[config.mk]
export PLATFORM = sky130hd
export DESIGN_NAME = mmcm_reconfig_ctrl
export DESIGN_NICKNAME = d
export VERILOG_FILES = /design/src/rtl/clock_modes_pkg.sv /design/src/rtl/mmcm_drp_rom.sv /design/src/rtl/mmcm_reconfig_ctrl.sv
export SDC_FILE = /design/constraint.sdc
export NUM_CORES = 1
export LEC_CHECK = 0
export ABC_CLOCK_PERIOD_IN_PS = 2300
export CAP_MARGIN = 5
export CORE_MARGIN = 10
export CORE_UTILIZATION = 45
export DETAILED_ROUTE_END_ITERATION = 12
export PLACE_DENSITY = 0.76
export SYNTH_ARGS = -nofsm -noshare
export SYNTH_HDL_FRONTEND = slang
export SYNTH_SLANG_ARGS = --single-unit
[constraint.sdc]
create_clock -name clk_in -period 2.3 [get_ports clk_in]
set_input_delay 0.345 -clock clk_in [delete_from_list [all_inputs] [get_ports clk_in]]
set_output_delay 0.345 -clock clk_in [all_outputs]
set_load 0.005 [all_outputs]
[src/rtl/clock_modes_pkg.sv]
// Clock mode definitions and the DRP register image derived from them,
// shared by the static MMCM setup and the runtime reconfiguration controller.
package clock_modes_pkg;

  typedef struct packed {
    logic [5:0] clkout0_div;
    logic [5:0] clkout1_div;
    logic [5:0] divclk_div;
    logic [5:0] clkfb_mult;
  } clock_config_t;

  typedef struct packed {
    logic [6:0]  addr;
    logic [15:0] mask;
    logic [15:0] data;
  } drp_entry_t;

  typedef enum logic [2:0] {
    ST_IDLE,
    ST_RST,
    ST_RD,
    ST_RD_WAIT,
    ST_WR,
    ST_WR_WAIT,
    ST_RELEASE,
    ST_WAIT_LOCK
  } reconfig_state_e;

  localparam clock_config_t MODE0_CFG = '{clkout0_div: 6'd4, clkout1_div: 6'd8,
                                          divclk_div: 6'd1, clkfb_mult: 6'd10};
  localparam clock_config_t MODE1_CFG = '{clkout0_div: 6'd2, clkout1_div: 6'd4,
                                          divclk_div: 6'd1, clkfb_mult: 6'd10};
  localparam logic [15:0] LOCK_CNT_CFG = 16'h03E8;

  // Counter register 1: high time in [11:6], low time in [5:0].
  function automatic logic [15:0] div_reg1(input logic [5:0] d);
    logic [5:0] hi;
    logic [5:0] lo;
    hi = {1'b0, d[5:1]};
    lo = d - hi;
    return {4'b0000, hi, lo};
  endfunction

  // Counter register 2: edge (odd divide) in [7], no-count (bypass) in [6].
  function automatic logic [15:0] div_reg2(input logic [5:0] d);
    return {8'h00, d[0], d == 6'd1, 6'b000000};
  endfunction

  function automatic logic [15:0] divclk_reg(input logic [5:0] d);
    logic [15:0] r;
    r = div_reg1(d);
    return {2'b00, (d > 6'd1) && d[0], d == 6'd1, r[11:0]};
  endfunction

  function automatic drp_entry_t cfg_entry(input clock_config_t cfg, input logic [2:0] idx);
    drp_entry_t e;
    case (idx)
      3'd0:    e = '{addr: 7'h08, mask: 16'h1000, data: div_reg1(cfg.clkout0_div)};
      3'd1:    e = '{addr: 7'h09, mask: 16'hFC00, data: div_reg2(cfg.clkout0_div)};
      3'd2:    e = '{addr: 7'h0A, mask: 16'h1000, data: div_reg1(cfg.clkout1_div)};
      3'd3:    e = '{addr: 7'h0B, mask: 16'hFC00, data: div_reg2(cfg.clkout1_div)};
      3'd4:    e = '{addr: 7'h16, mask: 16'hC000, data: divclk_reg(cfg.divclk_div)};
      3'd5:    e = '{addr: 7'h14, mask: 16'h1000, data: div_reg1(cfg.clkfb_mult)};
      3'd6:    e = '{addr: 7'h15, mask: 16'hFC00, data: div_reg2(cfg.clkfb_mult)};
      default: e = '{addr: 7'h18, mask: 16'hFC00, data: LOCK_CNT_CFG};
    endcase
    return e;
  endfunction

  function automatic drp_entry_t mode_entry(input int unsigned mode, input logic [2:0] idx);
    return cfg_entry((mode == 1) ? MODE1_CFG : MODE0_CFG, idx);
  endfunction

endpackage

[src/rtl/mmcm_drp_rom.sv]
// Combinational lookup of the DRP read-modify-write entry for a (mode, index) pair.
module mmcm_drp_rom
  import clock_modes_pkg::*;
#(
  parameter int MODE_W = 1,
  parameter int IDX_W  = 3
) (
  input  logic [MODE_W-1:0] mode_i,
  input  logic [IDX_W-1:0]  idx_i,
  output drp_entry_t        entry_o
);

  always_comb begin
    entry_o = mode_entry(32'(mode_i), 3'(idx_i));
  end

endmodule

[src/rtl/mmcm_reconfig_ctrl.sv]
// Runtime MMCM reconfiguration: holds the MMCM in reset, rewrites its DRP
// registers by read-modify-write, releases reset and waits for lock.
module mmcm_reconfig_ctrl
  import clock_modes_pkg::*;
#(
  parameter int NUM_MODES    = 2,
  parameter int NUM_ENTRIES  = 8,
  parameter int LOCK_TIMEOUT = 65535
) (
  input  logic                         clk_in,
  input  logic                         rstn_in,
  input  logic                         mode_valid,
  output logic                         mode_ready,
  input  logic [$clog2(NUM_MODES)-1:0] mode_sel,
  output logic [6:0]                   drp_daddr,
  output logic                         drp_den,
  output logic                         drp_dwe,
  output logic [15:0]                  drp_di,
  input  logic [15:0]                  drp_do,
  input  logic                         drp_drdy,
  output logic                         mmcm_rst,
  input  logic                         mmcm_locked,
  output logic                         clk_ready,
  output logic                         lock_err
);

  localparam int MODE_W = $clog2(NUM_MODES);
  localparam int IDX_W  = $clog2(NUM_ENTRIES);
  localparam int CNT_W  = $clog2(LOCK_TIMEOUT + 1);

  reconfig_state_e   state_q, state_d;
  logic [IDX_W-1:0]  idx_q, idx_d, rom_idx;
  logic [MODE_W-1:0] mode_q, mode_d;
  logic [CNT_W-1:0]  cnt_q, cnt_d;
  logic [6:0]        daddr_q, daddr_d;
  logic [15:0]       di_q, di_d;
  logic              den_q, den_d, dwe_q, dwe_d, mrst_q, mrst_d;
  logic              ready_q, ready_d, clk_ready_q, clk_ready_d, err_q, err_d;
  logic              lock_meta_q, lock_sync_q;
  drp_entry_t        entry;

  // Strobes are registered, so the entry looked up is the one the next state uses.
  always_comb begin
    rom_idx = idx_q;
    if (state_q == ST_WR_WAIT) rom_idx = idx_q + 1'b1;
  end

  mmcm_drp_rom #(.MODE_W(MODE_W), .IDX_W(IDX_W)) u_rom (
    .mode_i (mode_q),
    .idx_i  (rom_idx),
    .entry_o(entry)
  );

  always_comb begin
    state_d     = state_q;
    idx_d       = idx_q;
    mode_d      = mode_q;
    cnt_d       = cnt_q;
    daddr_d     = daddr_q;
    di_d        = di_q;
    den_d       = 1'b0;
    dwe_d       = 1'b0;
    mrst_d      = mrst_q;
    ready_d     = ready_q;
    clk_ready_d = clk_ready_q;
    err_d       = err_q;
    case (state_q)
      ST_IDLE: begin
        if (!lock_sync_q) clk_ready_d = 1'b0;
        if (mode_valid && ready_q) begin
          mode_d      = (int'(mode_sel) < NUM_MODES) ? mode_sel : '0;
          idx_d       = '0;
          err_d       = 1'b0;
          clk_ready_d = 1'b0;
          ready_d     = 1'b0;
          mrst_d      = 1'b1;
          state_d     = ST_RST;
        end
      end
      ST_RST: begin
        den_d   = 1'b1;
        daddr_d = entry.addr;
        state_d = ST_RD;
      end
      ST_RD: state_d = ST_RD_WAIT;
      ST_RD_WAIT: begin
        if (drp_drdy) begin
          den_d   = 1'b1;
          dwe_d   = 1'b1;
          di_d    = (drp_do & entry.mask) | entry.data;
          state_d = ST_WR;
        end
      end
      ST_WR: state_d = ST_WR_WAIT;
      ST_WR_WAIT: begin
        if (drp_drdy) begin
          if (idx_q == IDX_W'(NUM_ENTRIES - 1)) begin
            mrst_d  = 1'b0;
            state_d = ST_RELEASE;
          end else begin
            idx_d   = idx_q + 1'b1;
            den_d   = 1'b1;
            daddr_d = entry.addr;
            state_d = ST_RD;
          end
        end
      end
      ST_RELEASE: begin
        cnt_d   = '0;
        state_d = ST_WAIT_LOCK;
      end
      ST_WAIT_LOCK: begin
        if (lock_sync_q) begin
          clk_ready_d = 1'b1;
          ready_d     = 1'b1;
          state_d     = ST_IDLE;
        end else if (cnt_q == CNT_W'(LOCK_TIMEOUT - 1)) begin
          err_d       = 1'b1;
          clk_ready_d = 1'b0;
          ready_d     = 1'b1;
          state_d     = ST_IDLE;
        end else begin
          cnt_d = cnt_q + 1'b1;
        end
      end
      default: state_d = ST_WAIT_LOCK;
    endcase
  end

  // Reset lands in WAIT_LOCK so the power-up (or partial) configuration is judged by lock alone.
  always_ff @(posedge clk_in or negedge rstn_in) begin
    if (!rstn_in) begin
      state_q     <= ST_WAIT_LOCK;
      idx_q       <= '0;
      mode_q      <= '0;
      cnt_q       <= '0;
      daddr_q     <= '0;
      di_q        <= '0;
      den_q       <= 1'b0;
      dwe_q       <= 1'b0;
      mrst_q      <= 1'b0;
      ready_q     <= 1'b0;
      clk_ready_q <= 1'b0;
      err_q       <= 1'b0;
      lock_meta_q <= 1'b0;
      lock_sync_q <= 1'b0;
    end else begin
      state_q     <= state_d;
      idx_q       <= idx_d;
      mode_q      <= mode_d;
      cnt_q       <= cnt_d;
      daddr_q     <= daddr_d;
      di_q        <= di_d;
      den_q       <= den_d;
      dwe_q       <= dwe_d;
      mrst_q      <= mrst_d;
      ready_q     <= ready_d;
      clk_ready_q <= clk_ready_d;
      err_q       <= err_d;
      lock_meta_q <= mmcm_locked;
      lock_sync_q <= lock_meta_q;
    end
  end

  assign mode_ready = ready_q;
  assign drp_daddr  = daddr_q;
  assign drp_den    = den_q;
  assign drp_dwe    = dwe_q;
  assign drp_di     = di_q;
  assign mmcm_rst   = mrst_q;
  assign clk_ready  = clk_ready_q;
  assign lock_err   = err_q;

endmodule

==> results.tsv, run 1 <==
metric	value	unit
status	completed	
post-route-util	56.6	%
drv_slew	0	
p_sw	1.19	mW
synth_ff_type	dfrtp_1	
wl_per_cell	15.5	um
synth_area_leader_cell	dfrtp_1	
dp_hpwl	4.73	mm
fin_crit_sh	93.7	%
fmax	0.464	GHz
p_leak	1.43	nW
drive_above_1_share	14.4	%
maxSlewHeadroom	58.7	%
rsz0062_at_grt	false	
root_buffer	clkbuf_8	
grt_use_total	13.7	%
drc	0	
cts_max_level	2	
die_x	98.8	um
vdd_ir_drop_max	0.651	mV
area_growth	21.3	%
synth_top_area_share	41.2	%
grt_pass1_wl	11.6	mm
die_area	9760	um^2
intPower	2.09	mW
vias	2378	
hp-class	primary input to async pin	
min_period	2.16	ns
whs	0.132	ns
grt_pass1_vias	2426	
wl	6.44	mm
syn_area	2800	um^2
critPathCaptureType	flop	
synth_edf_count	0	
first_pass_iters	5	
postSynthCellCount	296	
clk_latency	0.30	ns
cp_data_arrival_time	2.35	ns
cap_violations	0	
cts_max_path_buffers	2	
grt_max_degree	50	
cts_sinks	49	
layout_commonest_cell	dfrtp_1	
antenna_found_initial	0	
tightest_slew	0.620	ns
skew	0.00552	ns
criticalPathCategory	flop to flop	
antenna_left	0	
postCtsSetupBuffers	0	
fin_nets	369	
p_per_area	966	nW/um^2
cts_resized	0	
ys_types	51	
syn_avg_cell_area	9.44	um^2
crit_fanout	11	
drt_iter0_markers	181	
hold_viol_final	0	
synth_warnings	0	
gp_congestion	0.891	
synth.top_cells.by_area	dfrtp_1 (41%), nand2_1 (5.6%), mux2i_1 (4.3%), ha_1 (3.6%), nand2b_1 (3.1%)	
tns	0	ns
synth-seq-cells	49	
crit_required	2.49	ns
hold_buffers	0	
die_h	98.8	um
ioPinCount	51	
cts.clk_slew.worst_paths	0.10	ns
placementRows	28	
diodes	0	
mostFrequentLayoutCells	dfrtp_1 (46), nand2_1 (42), clkdlybuf4s50_1 (36)	
place_area	3280	um^2
total_power	3.28	mW
yosysSeqAreaShare	44.0	%
via_per_inst	5.73	
cts_tree	yes	
cts_buffers	5	
start_kind	flop	
grt_remaining_overflow	0	
core_area	5990	um^2
async_flop_share	100	%
setup_viol_count_final	0	
seqPwrFrac	39.6	%
p_clk_share	16.4	%
final_area	3390	um^2
p_comb_share	44.0	%
p_sw_share	36.2	%
portBuffers	37	
initial_core_util	46.7	%
[state kept, by name, indices dropped and copies added (netlist names), 3 cells and up]
| register | count |
|---|---|
| cnt_q | 16 |
| state_q | 3 |
| drp_daddr | 5 |
| idx_q | 3 |
| drp_di | 13 |
[path summary, 6_finish.rpt]
| check | start | slack, ns | cells after the start | end |
|---|---|---|---|---|
| worst max-delay path | state_q[1] | 0.14 | 7 | drp_di[14] |
| worst min-delay path | rstn_in | 0.13 | 2 | cnt_q[9] |
| worst max register to register | state_q[1] | 0.14 | 7 | drp_di[14] |
| worst min register to register | lock_meta_q | 0.37 | 0 | lock_sync_q |
| max in group asynchronous | rstn_in | 1.75 | 2 | cnt_q[0] |
| min in group clk_in | lock_meta_q | 0.37 | 0 | lock_sync_q |
[per-layer routing]
| metal | global-route usage, % | routed length [um] | vias up |
|---|---|---|---|
| met5 | 0 | 0 | - |
| met4 | 4.74 | 65 | 0 |
| met3 | 3.14 | 358 | 4 |
| met2 | 22.0 | 3120 | 63 |
| met1 | 17.7 | 2890 | 1160 |
| li1 | - | - | 1151 |
[area by class of cell]
class                           count  area [um^2]
Clock buffer                        5         68.8
Clock inverter                      3         26.3
Fill cell                         545         2600
Inverter                           12         45.0
Multi-Input combinational cell    220         1460
Sequential cell                    49         1230
Tap cell                           75         93.8
Timing Repair Buffer               51          470
[power by group through the flow]
stage / registers, mW / clock network, mW / logic [mW]
after CTS: 1.30 / 0.559 / 1.43
final: 1.30 / 0.537 / 1.44
after floorplan: 1.27 / 0 / 0.823
after detailed placement: 1.32 / 0 / 1.43
after global routing: 1.34 / 0.601 / 1.61
after global placement: 1.30 / 0 / 1.39
[through the flow]
stage / cells / setup WS [ns]
6_report: 415 / 0.144
5_1_grt: 415 / 0.0109
4_1_cts: 415 / 0.0624
3_5_place_dp: 407 / 0.0956
3_3_place_gp: 407 / 0.141
2_1_floorplan: 298 / 0.322
[worst max-delay path: stages (launching register included)]
cell       delay (ns)
dfstp_2          0.56
inv_1            0.06
ha_1             0.30
and3_1           0.29
a2111oi_4        0.44
buf_4            0.19
a41o_1           0.12
o21ai_0          0.09
[logic make-up (layout without fill, tap and decap cells)]
kind of cell / Yosys count / count (layout) / synth area share, %
DFF: 49 / 49 / 44.0
buffers and inverters: 29 / 71 / 4.88
AOI/OAI and AO/OA: 78 / 78 / 19.3
other: 1 / 3 / 0.134
and+or+nand+nor: 112 / 112 / 20.9
adders and majority gates: 8 / 8 / 3.58
muxes: 19 / 19 / 7.12
[synth_stat cells (4+ instances only)]
cell type / instances
mux2_2: 7
a31oi_1: 7
mux2i_1: 12
nand2_1: 42
nand2b_1: 14
nor2_1: 14
a21oi_1: 15
ha_1: 8
o2111ai_1: 5
buf_4: 5
buf_2: 7
o21ai_0: 16
a21boi_0: 4
dfrtp_1: 46
o211ai_1: 4
inv_1: 11
clkbuf_1: 5
nand3_1: 9
o31ai_1: 5
and3_1: 4
or2_2: 5
Note: power is estimated with default switching activity, not from simulation.
==> inputs of run 2 (changes only) <==
--- a/config.mk
+++ b/config.mk
@@ -12,2 +12,3 @@
 export DETAILED_ROUTE_END_ITERATION = 12
+export GPL_ROUTABILITY_DRIVEN = 1
 export PLACE_DENSITY = 0.76
--- a/constraint.sdc
+++ b/constraint.sdc
@@ -3,2 +3,2 @@
 set_output_delay 0.345 -clock clk_in [all_outputs]
-set_load 0.005 [all_outputs]
+set_load 0.02 [all_outputs]
==> results of run 2 <==
The final DEF is identical to that of run 1. Status: completed.
Main changes from that run: total power 3.28 mW -> 3.47 mW; worst IR drop on VDD 0.651 mV -> 0.658 mV
